==> src/rtl/laser_rx_buffer.sv <==
// Show-ahead FIFO behind LaserReceiver: captures {data1_in, data2_in} on each
// data_valid rising edge and reports drops/empty reads with sticky flags.
module laser_rx_buffer #(
    parameter int DEPTH = 16,
    parameter int CNT_W = $clog2(DEPTH + 1)
) (
    input  logic             clock,
    input  logic             reset_n,
    input  logic             data_valid,
    input  logic [7:0]       data1_in,
    input  logic [7:0]       data2_in,
    input  logic             rd_en,
    input  logic             clear_flags,
    output logic [15:0]      rd_data,
    output logic             rd_valid,
    output logic             full,
    output logic [CNT_W-1:0] count,
    output logic             overflow,
    output logic             underflow,
    output logic [7:0]       drop_cnt
);

    localparam int               AW      = $clog2(DEPTH);
    localparam logic [CNT_W-1:0] DEPTH_C = CNT_W'(DEPTH);
    localparam logic [CNT_W-1:0] ZERO_C  = CNT_W'(0);
    localparam logic [CNT_W-1:0] ONE_C   = CNT_W'(1);
    localparam logic [AW-1:0]    PTR_ONE = AW'(1);
    localparam logic [7:0]       DROP_MAX = 8'hFF;

    logic [15:0]      mem_r [DEPTH];
    logic             dv_q_r;
    logic [AW-1:0]    wr_ptr_r;
    logic [AW-1:0]    rd_ptr_r;
    logic [CNT_W-1:0] count_r;
    logic             full_r;
    logic             rd_valid_r;
    logic [15:0]      rd_data_r;
    logic             overflow_r;
    logic             underflow_r;
    logic [7:0]       drop_cnt_r;

    logic             push_s;
    logic             pop_s;
    logic             wr_en_s;
    logic             drop_s;
    logic             uflow_s;
    logic [15:0]      din_s;
    logic [AW-1:0]    wr_ptr_nxt_s;
    logic [AW-1:0]    rd_ptr_nxt_s;
    logic [CNT_W-1:0] count_nxt_s;
    logic [15:0]      head_nxt_s;
    logic             overflow_nxt_s;
    logic             underflow_nxt_s;
    logic [7:0]       drop_cnt_nxt_s;

    // Push/pop qualification: a full FIFO still accepts a push when a pop frees a slot.
    always_comb begin
        push_s  = data_valid & ~dv_q_r;
        pop_s   = rd_en & rd_valid_r;
        wr_en_s = push_s & (~full_r | pop_s);
        drop_s  = push_s & full_r & ~pop_s;
        uflow_s = rd_en & ~rd_valid_r;
        din_s   = {data1_in, data2_in};
    end

    // Pointer and fill-level next state.
    always_comb begin
        wr_ptr_nxt_s = wr_ptr_r;
        rd_ptr_nxt_s = rd_ptr_r;
        count_nxt_s  = count_r;
        if (wr_en_s) begin
            wr_ptr_nxt_s = wr_ptr_r + PTR_ONE;
        end else begin
            wr_ptr_nxt_s = wr_ptr_r;
        end
        if (pop_s) begin
            rd_ptr_nxt_s = rd_ptr_r + PTR_ONE;
        end else begin
            rd_ptr_nxt_s = rd_ptr_r;
        end
        case ({wr_en_s, pop_s})
            2'b10:   count_nxt_s = count_r + ONE_C;
            2'b01:   count_nxt_s = count_r - ONE_C;
            default: count_nxt_s = count_r;
        endcase
    end

    // Next head entry; bypass the write data when the new head is written this cycle.
    always_comb begin
        head_nxt_s = 16'h0000;
        if (count_nxt_s == ZERO_C) begin
            head_nxt_s = 16'h0000;
        end else if (wr_en_s && (wr_ptr_r == rd_ptr_nxt_s)) begin
            head_nxt_s = din_s;
        end else begin
            head_nxt_s = mem_r[rd_ptr_nxt_s];
        end
    end

    // Sticky status next state; a new event in the clear cycle wins over the clear.
    always_comb begin
        overflow_nxt_s  = overflow_r;
        underflow_nxt_s = underflow_r;
        drop_cnt_nxt_s  = drop_cnt_r;
        if (drop_s) begin
            overflow_nxt_s = 1'b1;
        end else if (clear_flags) begin
            overflow_nxt_s = 1'b0;
        end else begin
            overflow_nxt_s = overflow_r;
        end
        if (uflow_s) begin
            underflow_nxt_s = 1'b1;
        end else if (clear_flags) begin
            underflow_nxt_s = 1'b0;
        end else begin
            underflow_nxt_s = underflow_r;
        end
        if (drop_s) begin
            if (clear_flags) begin
                drop_cnt_nxt_s = 8'd1;
            end else if (drop_cnt_r == DROP_MAX) begin
                drop_cnt_nxt_s = DROP_MAX;
            end else begin
                drop_cnt_nxt_s = drop_cnt_r + 8'd1;
            end
        end else if (clear_flags) begin
            drop_cnt_nxt_s = 8'd0;
        end else begin
            drop_cnt_nxt_s = drop_cnt_r;
        end
    end

    // Storage array; contents are intentionally left unreset.
    always_ff @(posedge clock) begin
        if (wr_en_s) begin
            mem_r[wr_ptr_r] <= din_s;
        end
    end

    // Control and output registers.
    always_ff @(posedge clock or negedge reset_n) begin
        if (!reset_n) begin
            dv_q_r      <= 1'b0;
            wr_ptr_r    <= '0;
            rd_ptr_r    <= '0;
            count_r     <= ZERO_C;
            full_r      <= 1'b0;
            rd_valid_r  <= 1'b0;
            rd_data_r   <= 16'h0000;
            overflow_r  <= 1'b0;
            underflow_r <= 1'b0;
            drop_cnt_r  <= 8'd0;
        end else begin
            dv_q_r      <= data_valid;
            wr_ptr_r    <= wr_ptr_nxt_s;
            rd_ptr_r    <= rd_ptr_nxt_s;
            count_r     <= count_nxt_s;
            full_r      <= (count_nxt_s == DEPTH_C);
            rd_valid_r  <= (count_nxt_s != ZERO_C);
            rd_data_r   <= head_nxt_s;
            overflow_r  <= overflow_nxt_s;
            underflow_r <= underflow_nxt_s;
            drop_cnt_r  <= drop_cnt_nxt_s;
        end
    end

    assign rd_data   = rd_data_r;
    assign rd_valid  = rd_valid_r;
    assign full      = full_r;
    assign count     = count_r;
    assign overflow  = overflow_r;
    assign underflow = underflow_r;
    assign drop_cnt  = drop_cnt_r;

endmodule

==> config.mk <==
export PLATFORM = sky130hd
export DESIGN_NAME = laser_rx_buffer
export DESIGN_NICKNAME = d
export VERILOG_FILES = /design/src/rtl/laser_rx_buffer.sv
export SDC_FILE = /design/constraint.sdc
export NUM_CORES = 1
export LEC_CHECK = 0
export CAP_MARGIN = 20
export CORE_AREA = 2 2 193 195
export CTS_BUF_LIST = sky130_fd_sc_hd__clkbuf_4 sky130_fd_sc_hd__clkbuf_8
export DETAILED_ROUTE_END_ITERATION = 16
export DIE_AREA = 0 0 195 197
export DONT_BUFFER_PORTS = 1
export PLACE_DENSITY_LB_ADDON = 0.15
export SLEW_MARGIN = 10
export SYNTH_ARGS = -nofsm -noshare
export SYNTH_HDL_FRONTEND = slang
export SYNTH_SLANG_ARGS = --single-unit
==> constraint.sdc <==
create_clock -name clock -period 4.2 [get_ports clock]
set_clock_uncertainty 0.15 [all_clocks]
set_input_delay 0.84 -clock clock [delete_from_list [all_inputs] [get_ports clock]]
set_output_delay 0.84 -clock clock [all_outputs]
set_load 0.05 [all_outputs]
Yosys cells after proc, flatten, opt, wreduce, memory -nomap -nowiden
Memory sizes are Yosys's and may differ from the RTL's.
Index checks and enable logic that the tools add are counted.
W data, S select, Z words.
{ "word_totals": {"output_inout_bits": 33, "inputBits": 21, "regBits": 42, "memories": 1, "ramBits": 256, "wordCells": 50} }
{ "classes": {"n_bitwise": 11, "eq_ne": 5, "n_mux": 13, "n_reduce_logical": 5, "n_addsub": 5} }
{ "mem_list": {"columns": ["name", "depth", "width", "read_ports", "rd_ports_with_merged_regs", "write_ports", "line", "rtl"], "rows": [
  ["mem_r", 16, 16, 1, 0, 1, "30", "logic [15:0] mem_r [DEPTH];"]
]} }
{ "op_table": {"columns": ["cell", "n"], "rows": [
  ["$mux W16", 2],
  ["$mux W8", 4],
  ["$pmux W5 S2", 1],
  ["$add A4 B1 Y4 const B", 2],
  ["$add A8 B1 Y8 const B", 1],
  ["$eq A8 B8 Y1 const B", 1],
  ["$and A1 B1 Y1", 6],
  ["$add A5 B1 Y5 const B", 1],
  ["$eq A5 B5 Y1 const B", 1],
  ["$logic_not A5 Y1", 1],
  ["$mux W1", 5],
  ["$reduce_bool A5 Y1", 1],
  ["$sub A5 B1 Y5 const B", 1],
  ["$eq A4 B4 Y1", 1],
  ["$mux W4", 1],
  ["$not A1 Y1", 4],
  ["$reduce_bool A2 Y1", 2],
  ["$eq A2 B1 Y1 const B", 1],
  ["$eq A2 B2 Y1 const B", 1],
  ["$logic_and A1 B1 Y1", 1],
  ["$or A1 B1 Y1", 1]
]} }

Longest topological paths before layout
Gate-level depths: netlist (run 1).
{ "depth": {"ltp_word": 7, "ltp_mapped": 17, "mapped_depth_nobuf": 13} }

Least setup slack after synthesis (run 1)
Ideal clock, no wire load.
{ "synth_path": {"path_type": "input port to flip-flop", "startpoint": "input port rd_en", "endpoint": "register rd_data_r[10] (netlist: rd_data[10])", "stages": 17, "setup_slack_ns": 0.180, "t_arrival_ns": 3.749, "setup_ns": 0.121, "n_path_buf": 5, "t_required_ns": 3.929, "path_cell_list": "nand2_2 -> inv_4 -> buf_2 -> clkbuf_1 -> ha_1 -> buf_2 -> xor2_1 -> ha_1 -> mux2_1 -> a222oi_1 -> nor2_1 -> xnor2_2 -> o2111a_2 -> nor2b_1 -> buf_6 -> buf_6 -> a22o_1"} }
{ "synth_via": {"elab_chain_len": 7, "word_cells_on_any_way": 13, "cone_classes": "eq/ne: 3; mux: 4; bitwise: 3; reduce/logical: 2; memory: 1"} }
{ "synth_rtl": {"columns": ["element", "line", "rtl"], "rows": [
  ["start: declaration", "12", "input logic rd_en,"],
  ["$and A1 B1 Y1 *", "59", "pop_s = rd_en & rd_valid_r;"],
  ["$or A1 B1 Y1", "60", "wr_en_s = push_s & (~full_r | pop_s);"],
  ["$and A1 B1 Y1", "60", null],
  ["$eq A2 B1 Y1 or $eq A2 B2 Y1 (tied branches)", "81", "case ({wr_en_s, pop_s})"],
  ["$pmux W5 S2", "81", null],
  ["$logic_not A5 Y1", "91", "if (count_nxt_s == ZERO_C) begin"],
  ["$mux W16 *", "91", null],
  ["via head_nxt_s[10]", "51", "logic [15:0] head_nxt_s;"],
  ["end signal: assignment", "161", "rd_data_r <= head_nxt_s;"],
  ["end: declaration", "37", "logic [15:0] rd_data_r;"]
]} }
Mark *: on every way through the listed nets, which the timed path passes. The rest lies on a longest branch.
A chain may end at the register's enable or synchronous reset.

Worst setup path in the final report (run 1)
{ "layout_path": {"startpoint": "register dv_q_r", "endpoint": "register rd_data_r[3] (netlist: rd_data[3])"} }
{ "layout_via": {"elab_chain_len": 7, "word_cells_on_any_way": 10, "cone_classes": "eq/ne: 2; mux: 3; bitwise: 3; reduce/logical: 2"} }
{ "layout_rtl": {"columns": ["element", "line", "rtl"], "rows": [
  ["start: declaration", "31", "logic dv_q_r;"],
  ["start signal: assignment", "155", "dv_q_r <= data_valid;"],
  ["$not A1 Y1 *", "58", "push_s = data_valid & ~dv_q_r;"],
  ["$and A1 B1 Y1 *", "58", null],
  ["$and A1 B1 Y1 *", "60", null],
  ["$eq A2 B1 Y1 or $eq A2 B2 Y1 (tied branches)", "81", null],
  ["$pmux W5 S2", "81", null],
  ["$logic_not A5 Y1", "91", null],
  ["$mux W16 *", "91", null],
  ["via head_nxt_s[3]", "51", null]
]} }
Marked as above.

==> qor.yml, run 1 <==
cts_buffer_depth: 3
cp_max_fo: 16
wl_per_cell_um: 23.1
grt_start_max_net_pins: 193
yosys.area.top_type: "edfxtp_1"
synth_nets: 1211
synth_seq_cells: 298
final_common_cell: "edfxtp_1"
die-area_um2: 38400
synth_area_per_cell_um2: 12.1
antenna_found_initial: 0
ys_seq_area_frac: 0.610
placed_area_um2: 14900
synthTopCellsByArea: "edfxtp_1, dfrtp_1, a21oi_1"
final.min_clock_period_ns: 3.79
rows: 70
reg2reg_depth: 13
layout-drive-gt1-share: 0.166
cts.sinks: 298
synth-edff-count: 256
hold_class: "in2reg"
io_pins: 54
grt_pass1_wl_um: 60100
max-slew-margin-rel: 0.370
grt_use_total: 0.207
r2r_slack_ns: 0.41
min_from: "data_valid"
final_util: 0.443
final_hold_viol_count: 0
io_buffers: 0
viasPerCell: 5.73
grt_pass1_vias: 9527
routed_wl_um: 39400
ys_warn_count: 0
fin_area_um2: 16100
post_cts_resized: 0
ant_nets: 0
cap_violations: 0
die_y_um: 197
synth_top_area_share: 0.537
fp.coreArea_um2: 36300
powerDensity_nw_per_um2: 766
crit_path_end_kind: "flop"
start_kind: "flop"
r2r-end: "rd_data[3]"
required_ns: 4.56
synth.distinct_cells: 68
outcome: "finished, final reports clean"
min_path_cells: 0
fmax_mhz: 264
netlist_instances: 1181
p_leak_uw: 0.00557
fin_nets: 1227
final_cell_mix: "edfxtp_1, a21oi_1, nand3_1, nand2_1, clkbuf_8"
cts_buffers: 52
root_buffer: "clkbuf_8"
dr.pass1.iters: 5
cts_tree: "yes"
synthArstFlopShare: 0.141
die-width_um: 195
path_clk_slew_ns: 0.06
clkLatencyLatePin_ns: 0.58
reg2reg_from: "dv_q_r"
n_fill_cell: 3391
peakVddDrop_mv: 0.597
gp_congestion: 0.762
setup-violations-final: 0
post_cts_buffers: 0
syn_area_um2: 14300
arrival_ns: 4.14
min_to: "dv_q_r"
antenna_cells: 0
area_growth_syn_to_layout_pct: 12.1
worstSetupPathType: "reg2reg"
drv_slew: 0
drc: 0
vias: 9783
rsz0062_at_grt: "no"
drtIter0Drc: 679
synthFlopType: "edfxtp_1"
htree_levels: 2
period_share: 0.901
cts_hold_buf: 2
tightestPinTransition_ns: 0.941
gr-total-overflow: 0
initial_core_util: 0.395
dp_hpwl_um: 23300
==> registers in the layout (all words and copies together) (netlist names) <==
register,flops
overflow,1
drop_cnt,8
rd_valid,1
rd_data,16
count,5
mem_r,256
dv_q_r,1
wr_ptr_r,4
underflow,1
rd_ptr_r,4
full,1
==> report_power, final <==
| part | internal (µW) | switching (µW) |
|---|---|---|
| clock network | 1560 | 1170 |
| registers | 3520 | 715 |
| logic | 2050 | 3280 |
==> worst max-delay path by stage <==
stage,start,to,depth (start not counted)
after floorplan,rd_en,rd_data[10],17
after global placement,data_valid,rd_data[12],13
after detailed placement,data_valid,rd_data[14],13
after CTS,dv_q_r,rd_data[14],13
after global routing,dv_q_r,rd_data[14],13
final,dv_q_r,rd_data[3],13
==> routing by layer <==
metal | up-vias | GRT usage | part of all wire
li1 | 4550 | - | -
met1 | 4903 | 0.282 | 0.45
met2 | 258 | 0.333 | 0.46
met3 | 72 | 0.0445 | 0.061
met4 | 0 | 0.0647 | 0.026
met5 | - | 0 | 0
==> area by class of cell <==
type / instances / area, µm² / area share
Clock buffer: 89 / 1050 / 0.0654
Clock inverter: 8 / 41.3 / 0.00257
Inverter: 39 / 151 / 0.00943
Multi-Input combinational cell: 750 / 5010 / 0.312
Tap cell: 468 / 586 / 0.0365
Sequential cell: 298 / 8750 / 0.545
Timing Repair Buffer: 56 / 468 / 0.0291
==> Yosys cell counts, types with 2 or more instances <==
cell type  instances
a211oi_1          17
a22o_1            16
xnor2_1            8
o2bb2ai_1          7
o32ai_1            8
nor3_1            45
buf_4             12
a32oi_1            2
nor2b_1           40
a31oi_1           33
a311o_1            5
a221o_1            8
buf_1             10
inv_1             34
nand2b_1          41
a221oi_2           3
nand3_1           78
nor4_1             5
clkbuf_1          30
xor2_1             5
a22oi_1            7
dfrtp_1           42
nand2_1           78
ha_1               9
mux2i_1           45
a21o_1             2
inv_2              2
a2111oi_0          4
o21ai_1           28
mux4_2            14
o21ai_0           43
mux2_2             4
nand4_1            4
buf_2             35
buf_6              7
o22ai_1           17
inv_4              2
a221oi_1          21
or3_1              2
edfxtp_1         256
nor2_1            35
a21oi_1           91
==> cells by family after synthesis <==
group           Yosys count  share of synthesized area
compound gates          325                      0.149
xor+xnor                 16                     0.0129
fa+ha+maj                 9                    0.00786
buf+inv                 133                     0.0451
flops                   298                      0.610
mux                      64                     0.0574
simple gates            336                      0.117
==> worst max-delay path, cell delays in order, from the launching register on <==
cell and delay (ns):
dfrtp_1 0.36, nor2b_1 0.22, a21boi_2 0.25, inv_2 0.07, ha_1 0.22, xor2_1 0.16, ha_1 0.24, mux2_1 0.28
a222oi_1 0.27, nor2_1 0.12, xnor2_2 0.16, o2111a_2 0.19, nor2_2 0.74, a22o_1 0.27
==> stage by stage <==
step                setup WS, ns  hold WS, ns  std cells  setup TNS [ns]  power, µW
floorplan                  0.180        0.394       1181               0       8150
global placement         -0.0700        0.396       1609           -1.07       9570
CTS                        0.355       0.0987       1708               0      12400
finish                     0.414        0.137       1708               0      12300
global route               0.120       0.0947       1708               0      13100
detailed placement        -0.101        0.396       1609           -1.34       9630
Note: power is estimated with default switching activity, not from simulation.
==> inputs of run 2 (changes only) <==
Settings changed: PLACE_DENSITY from default to 0.59, PLACE_DENSITY_LB_ADDON 0.15 to default.
==> run 2 against run 1 <==
Against the previous run: register-to-register slack worse by 0.09 ns; sequential share of layout area up 0.46 points; flip-flop and latch count unchanged; worst setup slack worse by 0.086 ns; final area down 0.84%; power down 2.5%; routed wire length down 2.8%; combinational power down 2%; sequential power about the same; critical endpoint is now rd_data[9]; global-route usage down 0.68 points.
==> qor.yml, run 2 (synthesis results as in run 1) <==
cp_num_buf_inv: 1  # unchanged
cts.sinks: 298  # unchanged
powerDensity_nw_per_um2: 754  # was 766 nW/µm²
antenna_found_initial: 0  # unchanged
area_growth_syn_to_layout_pct: 11.2  # was 12.1%
reg2reg_from: "dv_q_r"  # unchanged
die-area_um2: 38400  # unchanged
die_y_um: 197  # unchanged
vias: 9917  # was 9783
root_buffer: "clkbuf_8"  # unchanged
start_kind: "flop"  # unchanged
reg2reg_depth: 13  # unchanged
io_pins: 54  # unchanged
setup-violations-final: 0  # unchanged
clkLatencyLatePin_ns: 0.59  # was 0.58 ns
crit_family: "simple AND/OR/NAND/NOR gates"  # unchanged
p_leak_uw: 0.00548  # was 0.00557 µW
fmax_mhz: 258  # was 264 MHz
cp_num_cells: 13  # unchanged
ant_nets: 0  # unchanged
dp_hpwl_um: 22300  # was 23300 µm
tightestPinTransition_ns: 1.06  # was 0.941 ns
wl_per_cell_um: 22.5  # was 23.1 µm
outcome: "finished, final reports clean"  # unchanged
path_clk_slew_ns: 0.06  # about the same
drtIter0Drc: 899  # was 679
initial_core_util: 0.395  # unchanged
rows: 70  # unchanged
final_hold_viol_count: 0  # unchanged
max-slew-margin-rel: 0.295  # was 0.370
drv_slew: 0  # unchanged
r2r_slack_ns: 0.33  # was 0.41 ns
seqPwrFrac: 0.353  # was 0.344
crit_path_end: "rd_data[9]"  # was rd_data[3]
pwr-share-comb: 0.437  # was 0.434
cts_tree: "yes"  # unchanged
slowest_delay_ns: 0.77  # was 0.74 ns
power.internal_uw: 6900  # was 7140 µW
routed_wl_um: 38300  # was 39400 µm
drc: 0  # unchanged
final.min_clock_period_ns: 3.87  # was 3.79 ns
fin_cells: 1699  # was 1708
hold_class: "in2reg"  # unchanged
cts_buffers: 51  # was 52
largest_register_ffs: 256  # unchanged
power.switching_uw: 5110  # was 5170 µW
switching_share: 0.425  # was 0.420
period_share: 0.922  # was 0.901
arrival_ns: 4.24  # was 4.14 ns
htree_levels: 2  # unchanged
die-width_um: 195  # unchanged
grt_pass1_wl_um: 58900  # was 60100 µm
dp.cells: 1603  # was 1609
crit_path_end_kind: "flop"  # unchanged
gr-total-overflow: 0  # unchanged
worstSetupPathType: "reg2reg"  # unchanged
final_cell_mix: "edfxtp_1, a21oi_1, nand3_1, nand2_1, clkbuf_8"  # unchanged
io_buffers: 0  # unchanged
final_common_cell: "edfxtp_1"  # unchanged
rsz0062_at_grt: "no"  # unchanged
regMostFlops: "mem_r"  # unchanged
cts_buffer_depth: 3  # unchanged
required_ns: 4.57  # was 4.56 ns
layout-drive-gt1-share: 0.149  # was 0.166
power_frac_clock: 0.210  # was 0.222
cpMostUsedCell: "ha_1"  # unchanged
path_cells: "nor2b_1, a21boi_2, inv_2, ha_1, xor2_1, ha_1, mux2_1, a222oi_1, nor2_1, xnor2_2, o2111a_2, nor2_2, a22o_1"  # unchanged
antenna_cells: 0  # unchanged
grt_use_total: 0.200  # was 0.207
grt_start_max_net_pins: 165  # was 193
fin_nets: 1220  # was 1227
r2r-end: "rd_data[9]"  # was rd_data[3]
slowest_stage: "nor2_2"  # unchanged
n_fill_cell: 3309  # was 3391
fin_setup_tns_ns: 0  # unchanged
crit_start: "dv_q_r"  # unchanged
cp_max_fo: 16  # unchanged
cap_violations: 0  # unchanged
gp_congestion: 0.793  # was 0.762
viasPerCell: 5.84  # was 5.73
peakVddDrop_mv: 0.428  # was 0.597 mV
dr.pass1.iters: 5  # unchanged
grt_pass1_vias: 9755  # was 9527
final_util: 0.439  # was 0.443
post_cts_resized: 0  # unchanged
fp.coreArea_um2: 36300  # unchanged
## run 2: changes by cell type in the layout (fill, tap and decap cells not counted), moves of 2 or more
cell / previous run / this run
clkbuf_8: 61 / 54
clkinv_1: 4 / 16
clkbuf_4: 28 / 16
buf_4: 52 / 44
buf_12: 2 / 4
clkinv_2: 3 / 6
## run 2: worst register-to-register path: stages, from the launching register on
cell,delay [ns]
dfrtp_1,0.36
nor2b_1,0.22
a21boi_2,0.25
inv_2,0.07
ha_1,0.22
xor2_1,0.17
ha_1,0.28
mux2_1,0.30
a222oi_1,0.28
nor2_1,0.14
xnor2_2,0.16
o2111a_2,0.19
nor2_2,0.77
a22o_1,0.28
## run 2: layout make-up
type | instances | area [µm²] | share of cell area
clock buffer | 70 | 863 | 0.0542
clock inverter | 24 | 118 | 0.00739
inverter | 39 | 151 | 0.00951
multi-input combinational | 750 | 5010 | 0.315
sequential | 298 | 8750 | 0.549
tap | 468 | 586 | 0.0368
timing repair buffer | 50 | 448 | 0.0281
## run 2: worst min path at each step
stage / startpoint / to / slack [ns] / depth (start not counted)
6_report: data_valid / dv_q_r / 0.15 / 0
5_1_grt: data_valid / dv_q_r / 0.11 / 0
3_3_place_gp: reset_n / count[3] / 0.40 / 0
3_5_place_dp: reset_n / count[3] / 0.40 / 0
2_1_floorplan: reset_n / count[0] / 0.39 / 0
4_1_cts: data_valid / dv_q_r / 0.12 / 0
## run 2: per-layer routing
metal,track usage,share of wire,vias to the layer above
met5,0,0,-
met4,0.0710,0.031,0
met3,0.0441,0.069,77
met2,0.336,0.48,374
met1,0.257,0.42,4914
li1,-,-,4552
## run 2: what timing repair did
| item | 4_1_cts | 5_1_grt |
|---|---|---|
| setup buffers | 0 | 0 |
| hold buffers | 2 | 0 |
| endpoints found under the setup margin | 0 | 0 |
| hold endpoints to repair | 42 | 0 |
## run 2: power by group through the flow
stage | combinational, µW | clock [µW] | sequential [µW]
3_5_place_dp | 5200 | 0 | 4310
3_3_place_gp | 5120 | 0 | 4310
4_1_cts | 5240 | 2580 | 4250
2_1_floorplan | 4040 | 0 | 4110
6_report | 5240 | 2520 | 4240
5_1_grt | 5760 | 2710 | 4280
## run 2: per-stage QoR
step | setup slack, ns | cell area (µm²) | hold WS (ns) | power, µW
finish | 0.328 | 15900 | 0.147 | 12000
global route | 0.0963 | 15900 | 0.115 | 12700
CTS | 0.311 | 15900 | 0.123 | 12100
detailed placement | -0.168 | 14900 | 0.396 | 9510
global placement | -0.109 | 14900 | 0.396 | 9430
floorplan | 0.180 | 14300 | 0.394 | 8150
==> inputs of run 3 (changes only) <==
Settings changed: ABC_CLOCK_PERIOD_IN_PS from default to 4200, DONT_BUFFER_PORTS 1 to default, PLACE_DENSITY 0.59 to 0.61.
==> run 3 against run 2 <==
Against the previous run: clock power up 2%; sequential power down 9.2%; combinational power up 16%; largest power group unchanged; final cell count up 4.1%.
==> qor.yml, run 3 (synthesis results as in run 1) <==
outcome: "finished, final reports clean"  # unchanged
grt_use_total: 0.203  # was 0.200
slowest_stage: "nor2_4"  # was nor2_2
gr-total-overflow: 0  # unchanged
cp_max_fo: 16  # unchanged
path_clk_slew_ns: 0.06  # about the same
rsz0062_at_grt: "no"  # unchanged
final_cell_mix: "edfxtp_1, a21oi_1, nand3_1, nand2_1"  # was edfxtp_1, a21oi_1, nand3_1, nand2_1, clkbuf_8
fp.coreArea_um2: 36300  # unchanged
slowest_delay_ns: 0.48  # was 0.77 ns
r2r_slack_ns: 0.75  # was 0.33 ns
final.min_clock_period_ns: 3.84  # was 3.87 ns
antenna_cells: 0  # unchanged
final_common_cell: "edfxtp_1"  # unchanged
largest_register_ffs: 256  # unchanged
htree_levels: 2  # unchanged
regMostFlops: "mem_r"  # unchanged
reg2reg_from: "dv_q_r"  # unchanged
hold_class: "reg2reg"  # was in2reg
io_buffers: 53  # was 0
io_pins: 54  # unchanged
die_y_um: 197  # unchanged
top_layer: "met5"  # was met4
grt_pass1_wl_um: 59400  # was 58900 µm
gp_congestion: 0.825  # was 0.793
wl_met2_um: 18200  # was 18400 µm
powerDensity_nw_per_um2: 751  # was 754 nW/µm²
min_from: "overflow"  # was data_valid
min_path_cells: 2  # was 0
worstSetupPathType: "in2reg"  # was reg2reg
crit_path_end_kind: "flop"  # unchanged
fmax_mhz: 260  # was 258 MHz
final_hold_viol_count: 0  # unchanged
grt_pass1_vias: 9943  # was 9755
vias: 10200  # was 9917
die-width_um: 195  # unchanged
wl_per_cell_um: 21.8  # was 22.5 µm
period_share: 0.914  # was 0.922
dp_hpwl_um: 22900  # was 22300 µm
routed_wl_um: 38600  # was 38300 µm
antenna_found_initial: 1  # was 0
fin_nets: 1290  # was 1220
required_ns: 4.58  # was 4.57 ns
path_cells: "clkdlybuf4s50_1, nor2b_1, a21boi_2, inv_2, ha_1, xor2_1, ha_1, mux2_1, a222oi_1, nor2_1, xnor2_2, o2111a_2, nor2_4, a22o_1"  # was nor2b_1, a21boi_2, inv_2, ha_1, xor2_1, ha_1, mux2_1, a222oi_1, nor2_1, xnor2_2, o2111a_2, nor2_2, a22o_1
area_growth_syn_to_layout_pct: 16.1  # was 11.2%
min_to: "overflow"  # was dv_q_r
root_buffer: "clkbuf_8"  # unchanged
cts.sinks: 298  # unchanged
max-slew-margin-rel: 0.370  # was 0.295
reg2reg_depth: 13  # unchanged
setup-violations-final: 0  # unchanged
die-area_um2: 38400  # unchanged
drv_slew: 0  # unchanged
cts_tree: "yes"  # unchanged
drt-met1-wl_um: 16800  # was 16100 µm
wl_met3_um: 2580  # was 2630 µm
ant_nets: 0  # unchanged
grt_start_max_net_pins: 98  # was 165
cts_buffers: 51  # unchanged
viasPerCell: 5.76  # was 5.84
rows: 70  # unchanged
whs_ns: 0.373  # was 0.147 ns
layout-drive-gt1-share: 0.158  # was 0.149
cpMostUsedCell: "ha_1"  # unchanged
placed_area_um2: 15600  # was 14900 µm²
drtIter0Drc: 897  # was 899
p_leak_uw: 0.00580  # was 0.00548 µW
cap_violations: 0  # unchanged
tightestPinTransition_ns: 0.945  # was 1.06 ns
cts_buffer_depth: 3  # unchanged
peakVddDrop_mv: 0.453  # was 0.428 mV
clkLatencyLatePin_ns: 0.59  # about the same
start_kind: "input pin"  # was flop
dr.pass1.iters: 5  # unchanged
r2r-end: "rd_data[1]"  # was rd_data[9]
initial_core_util: 0.395  # unchanged
drc: 0  # unchanged
fin_area_um2: 16600  # was 15900 µm²
arrival_ns: 4.22  # was 4.24 ns
## run 3: worst max-delay path by stage
stage / to / start / slack (ns) / cells after the start
floorplan: rd_data[10] / rd_en / 0.18 / 17
global placement: rd_data[13] / data_valid / -0.40 / 14
detailed placement: rd_data[2] / data_valid / -0.49 / 14
CTS: rd_data[2] / data_valid / 0.12 / 14
global route: rd_data[8] / data_valid / 0.19 / 14
finish: rd_data[1] / data_valid / 0.36 / 14
## run 3: metrics by stage
step	worst slack [ns]	setup TNS, ns	cells	utilization	power [µW]
after CTS	0.125	0	1768	0.459	12500
final	0.359	0	1768	0.459	12500
after global placement	-0.404	-6.39	1674	0.430	9850
after floorplan	0.180	0	1181	-	8150
after global routing	0.187	0	1768	0.459	13200
after detailed placement	-0.492	-7.63	1674	0.430	9930
## run 3: timing repair
item / CTS / global route
hold buffers: 1 / 0
setup endpoints to repair: 0 / 16
setup buffers: 0 / 0
endpoints found under the hold margin: 5 / 0
resized for setup: 0 / 1
## run 3: worst max-delay path: cells and delay by family
kind / cells / cell delay, ns
AOI/OAI and AO/OA: 4 / 0.95
xor gates and xnor gates: 2 / 0.32
adders and majority gates: 2 / 0.44
buffers and inverters: 2 / 0.52
muxes: 1 / 0.29
and+or+nand+nor: 3 / 0.87
## run 3: layout make-up
type | instances | area (µm²)
Clock buffer | 74 | 925
Clock inverter | 19 | 90.1
Fill cell | 3264 | 19600
Inverter | 39 | 151
Multi-Input combinational cell | 750 | 5010
Sequential cell | 298 | 8750
Tap cell | 468 | 586
Timing Repair Buffer | 120 | 1120
## run 3: per-layer routing
| layer | vias up | track usage |
|---|---|---|
| li1 | 4691 | - |
| met1 | 5056 | 0.275 |
| met2 | 365 | 0.327 |
| met3 | 75 | 0.0375 |
| met4 | 2 | 0.0710 |
| met5 | - | 0 |
## run 3: power by group
| part | internal (µW) | total, µW | leakage, µW | switching, µW |
|---|---|---|---|---|
| Combinational | 2350 | 6060 | 0.00243 | 3700 |
| Clock | 1410 | 2580 | 0.000543 | 1170 |
| Sequential | 3530 | 3850 | 0.00282 | 320 |
==> RTL edit 1, RTL diff (settings of run 3) <==
The parameter `DEPTH` goes from 16 to 8.
--- a/src/rtl/laser_rx_buffer.sv
+++ b/src/rtl/laser_rx_buffer.sv
@@ -3,3 +3,3 @@
 module laser_rx_buffer #(
-    parameter int DEPTH = 16,
+    parameter int DEPTH = 8,
     parameter int CNT_W = $clog2(DEPTH + 1)
Ports: changed (resized count); port bits go from 54 to 53. No check against the original RTL was run, so the function may have changed too.
==> RTL edit 1 against run 3 <==
Critical path depth did not move. Power fell by 40%. Area after synthesis fell by 42%. Via count fell by 43%. Wire length fell by 46%. First-iteration DRC count fell by 44%. Design area fell by 42%. Worst setup slack improved by 380 ps. Sequential cell count fell by 131. Die area did not move. Highest routed layer is now met4.
==> RTL edit 1: results (changes against run 3) <==
Status -> finished clean (unchanged)
Synth Area in XOR/XNOR -> 0.01492 (was 0.01293)
Reg-to-reg startpoint -> rd_ptr_r[0] (was dv_q_r)
Arr. time, crit path -> 3640 ps (was 4220 ps)
Pleak -> 3.213 nW (was 5.795 nW)
GPL Wtd Cong -> 0.7449 (was 0.8252)
Vias post-DR -> 5,780 (was 10,190)
R2r setup slk -> 1180 ps (was 750 ps)
Share of cells above drive strength 1 -> 0.1947 (was 0.1585)
Post-synth ARST share -> 0.2335 (was 0.1409)
Hold slack -> 159.8 ps (was 373.1 ps)
Post-synth top cells -> edfxtp_1 (128), nand2_1 (70), o21ai_0 (52) (was edfxtp_1 (256), a21oi_1 (91), nand2_1 (78), nand3_1 (78))
Mapped Cells -> 699 (was 1,181)
Max reg flops -> 128 (was 256)
Post-DR vias/cell -> 4.745 (was 5.763)
Initial antenna violation count -> 0 (was 1)
Gr usage total -> 0.1076 (was 0.2026)
Synthesized-area fraction occupied by adder cells -> 0.009040 (was 0.007863)
Library cells used by synthesis -> 60 (was 68)
Post-synthesis sequential area ratio -> 0.5804 (was 0.6102)
Vias in the first global route -> 5,542 (was 9,943)
Global-route wire length before repair -> 32.00 mm (was 59.36 mm)
Synth area leaders -> edfxtp_1 (46%), dfrtp_1 (12%), a221oi_2 (4.5%), o211ai_2 (3.9%), nand2_1 (3.2%) (was edfxtp_1 (54%), dfrtp_1 (7.3%), a21oi_1 (3.2%), mux2i_1 (3.1%), nand3_1 (2.7%))
Reg2Reg Depth -> 7 (was 13)
Post-Syn Nets -> 726 (was 1,211)
Num CTS Buffers -> 17 (was 51)
DR pass1 iterations -> 6 (was 5)
Fin nets -> 764 (was 1,290)
Bufs on Longest Clock Path -> 2 (was 3)
Post-DP HPWL -> 12.14 mm (was 22.93 mm)
WL final -> 20.76 mm (was 38.58 mm)
Placed cell count -> 1,185 (was 1,674)
Maximum fanout along the worst path -> 17 (was 16)
Post-synthesis mux area share -> 0.006931 (was 0.05740)
Peak VDD IR -> 0.4084 mV (was 0.4530 mV)
Clk slew on worst S/H paths -> 90 ps (was 60 ps)
Initial drt markers -> 506 (was 897)
Largest net degree at the start of global routing -> 129 (was 98)
RTL edit 1: cells by family after synthesis:
kind of cell / after synthesis
simple gates: 146
buf+inv: 101
flops: 167
mux: 5
compound gates: 262
xor+xnor: 12
fa+ha+maj: 6
RTL edit 1: final cells by class:
class | count | area, um2
sequential | 167 | 4822
clock buffer | 19 | 255.2
fill | 3789 | 26560
multi-input combinational | 431 | 3033
tap | 468 | 585.6
clock inverter | 13 | 100.1
inverter | 44 | 167.7
timing repair buffer | 76 | 733.2
RTL edit 1: critical path: stages:
cell,delay (ps)
clkdlybuf4s50_1,580
nand2_4,100
a21oi_2,160
inv_1,80
ha_1,250
xor2_1,180
ha_1,200
a21oi_2,110
xor2_1,250
nor3_1,70
or3b_4,400
a21oi_4,150
buf_12,210
a211oi_2,50
RTL edit 1: metrics by stage:
step,setup WS (ps),cell area [um2]
floorplan,577.8,8304
global placement,310.7,9321
detailed placement,268.2,9321
CTS,755.4,9677
global route,603.3,9697
finish,740.6,9697
RTL edit 1: routing by layer:
layer | track usage | share of wire | up-vias
met5 | 0 | 0 | -
met4 | 0.04100 | 0.017 | 0
met3 | 0.01574 | 0.039 | 18
met2 | 0.1819 | 0.49 | 137
met1 | 0.1395 | 0.45 | 2905
li1 | - | - | 2720
RTL edit 1: power by group:
group	switching, W	leakage [nW]	internal [W]
combinational	0.00262	1.42	0.00153
sequential	0.000217	1.63	0.00205
clock	0.000608	0.163	0.000434
RTL edit 1: worst max path at each step:
stage                             end  slack (ps)  depth (start not counted)
final                      rd_data[6]         740                         14
after global routing      rd_data[13]         600                         14
after CTS                  rd_data[2]         760                         14
after detailed placement  rd_data[15]         270                         14
after global placement     rd_data[6]         310                         14
after floorplan           rd_data[10]         580                         14
==> RTL edit 2, RTL diff (flow settings as in run 3) <==
Made on the original files. Reset style: synchronous (`reset_n`), changed in one clocked block.
--- a/src/rtl/laser_rx_buffer.sv
+++ b/src/rtl/laser_rx_buffer.sv
@@ -141,3 +141,3 @@
     // Control and output registers.
-    always_ff @(posedge clock or negedge reset_n) begin
+    always_ff @(posedge clock) begin
         if (!reset_n) begin
Function: differs if reset_n is asserted again (counterexample within 4 cycles, from zero or initial values and one cycle with reset_n low); with reset_n held inactive, the same outputs for 10 cycles.
==> RTL edit 2 against run 3 <==
Count of clock-buffer cells in the layout rose by 3. Design area fell by 12%. Largest cell class unchanged. Area after synthesis fell by 14%. Global-route usage fell by 4.1 points. Worst setup slack improved by 190 ps. Highest routed layer is now met4. Sequential cell count did not move. Die area did not move. Wire length fell by 20%.
Power is not compared: it rests on default switching activity, and its combinational part moved more than twofold at a synthesized area within 25%.
==> RTL edit 2: results (changes against run 3) <==
GRT met3 Usage -> 0.03131 (was 0.03747)
WL/cell -> 21.22 um (was 21.82 um)
Hold Path Sink -> underflow (was overflow)
Clock Tree Root -> clkbuf_8 (unchanged)
WHS Path Cells -> 2 (unchanged)
Vias post-DR -> 7,819 (was 10,190)
DR pass1 iterations -> 7 (was 5)
Clk_lat worst skew -> 580 ps
Num CTS Buffers -> 48 (was 51)
R2r setup slk -> 630 ps (was 750 ps)
Gr usage total -> 0.1619 (was 0.2026)
Reg2Reg Depth -> 13 (unchanged)
Post-synthesis sequential area ratio -> 0.6916 (was 0.6102)
Highest metal used -> met4 (was met5)
Met2 wire length -> 14.28 mm (was 18.17 mm)
Largest net degree at the start of global routing -> 66 (was 98)
Post-DP HPWL -> 17.46 mm (was 22.93 mm)
Post-Syn Nets -> 898 (was 1,211)
Reg-to-reg startpoint -> rd_valid (was dv_q_r)
Reg2reg end -> rd_data[3] (was rd_data[1])
Met1 GRT Util -> 0.2215 (was 0.2754)
Dpl ws -> 14.40 ps (was -492.0 ps)
Global-route wire length before repair -> 47.27 mm (was 59.36 mm)
H-tree levels -> 2 (unchanged)
Synth Flop Type -> edfxtp_1 (unchanged)
CTS Hold Buffers Added -> 0 (was 1)
FILL cells -> 3,403 (was 3,264)
Vias in the first global route -> 7,727 (was 9,943)
Max reg flops -> 256 (unchanged)
Initial drt markers -> 703 (was 897)
GPL Wtd Cong -> 0.7903 (was 0.8252)
Hold Path Origin -> underflow (was overflow)
Slowest cell on crit path -> clkdlybuf4s50_1 (was nor2_4)
Library cells used by synthesis -> 55 (was 68)
Worst rel slew slack -> 0.5145 (was 0.3700)
Delay-heaviest family, CP -> compound AO/OA/AOI/OAI gates (unchanged)
Arr. time, crit path -> 3960 ps (was 4220 ps)
WL met1 -> 13.64 mm (was 16.82 mm)
Post_cts resized -> 0 (unchanged)
Status -> finished clean (unchanged)
PnR worst setup slack -> 545.8 ps (was 359.2 ps)
Initial antenna violation count -> 0 (was 1)
Metal3 WL -> 1.991 mm (was 2.582 mm)
Post-synth top cells -> edfxtp_1 (256), nand3_1 (114), mux2i_1 (76) (was edfxtp_1 (256), a21oi_1 (91), nand2_1 (78), nand3_1 (78))
Synth area leaders -> edfxtp_1 (62%), dfxtp_1 (6.8%), mux2i_1 (6.2%), nand3_1 (4.6%), o21ai_0 (2.6%) (was edfxtp_1 (54%), dfrtp_1 (7.3%), a21oi_1 (3.2%), mux2i_1 (3.1%), nand3_1 (2.7%))
Fin nets -> 980 (was 1,290)
Post-CTS Setup Repair Bufs -> 0 (unchanged)
Post-synth ARST share -> 0 (was 0.1409)
Peak VDD IR -> 0.2709 mV
CP max stage delay -> 460 ps (was 480 ps)
Share of cells above drive strength 1 -> 0.1602 (was 0.1585)
Gr busiest metal -> met2 (unchanged)
Met2 Usage GRT -> 0.2546 (was 0.3270)
## RTL edit 2: layout make-up
class	count	area (um2)	area share
timing repair buffer	97	935.9	0.06386
multi-input combinational	493	3565	0.2432
clock inverter	9	78.83	0.005378
inverter	12	45.04	0.003073
clock buffer	77	915.9	0.06249
sequential	298	8528	0.5819
tap	468	585.6	0.03995
antenna	1	2.502	0.0001707
## RTL edit 2: stage by stage
| stage | hold WS (ps) | cells | area (um2) | utilization |
|---|---|---|---|---|
| 2_1_floorplan | 412.5 | 868 | 12330 | - |
| 3_3_place_gp | 304.2 | 1368 | 13660 | 0.3767 |
| 3_5_place_dp | 313.3 | 1368 | 13660 | 0.3767 |
| 4_1_cts | 323.6 | 1454 | 14650 | 0.4041 |
| 5_1_grt | 340.6 | 1454 | 14650 | 0.4041 |
| 6_report | 319.0 | 1455 | 14660 | 0.4042 |
## RTL edit 2: power breakdown
part	leakage [nW]	switching [W]	internal (W)
Sequential	2.65	0.0000877	0.00332
Clock	0.537	0.00112	0.00144
Combinational	2.01	0.000995	0.000596
Total	5.20	0.00221	0.00536
## RTL edit 2: cell families after synthesis
kind of cell,count (synthesis),synth area share
buffers and inverters,77,0.03074
multiplexers,79,0.06625
AO/OA/AOI/OAI,177,0.1042
AND/OR/NAND/NOR,217,0.09030
flip-flops,298,0.6916
adder cells (fa/ha/maj),9,0.009132
XOR/XNOR,11,0.007812
## RTL edit 2: worst max-delay path by stage
| stage | from | end | cells past startpoint |
|---|---|---|---|
| final | data_valid | rd_data[3] | 14 |
| after global routing | data_valid | rd_data[3] | 14 |
| after CTS | data_valid | rd_data[3] | 14 |
| after detailed placement | data_valid | rd_data[1] | 14 |
| after global placement | data_valid | rd_data[6] | 14 |
| after floorplan | rd_en | rd_data[10] | 15 |
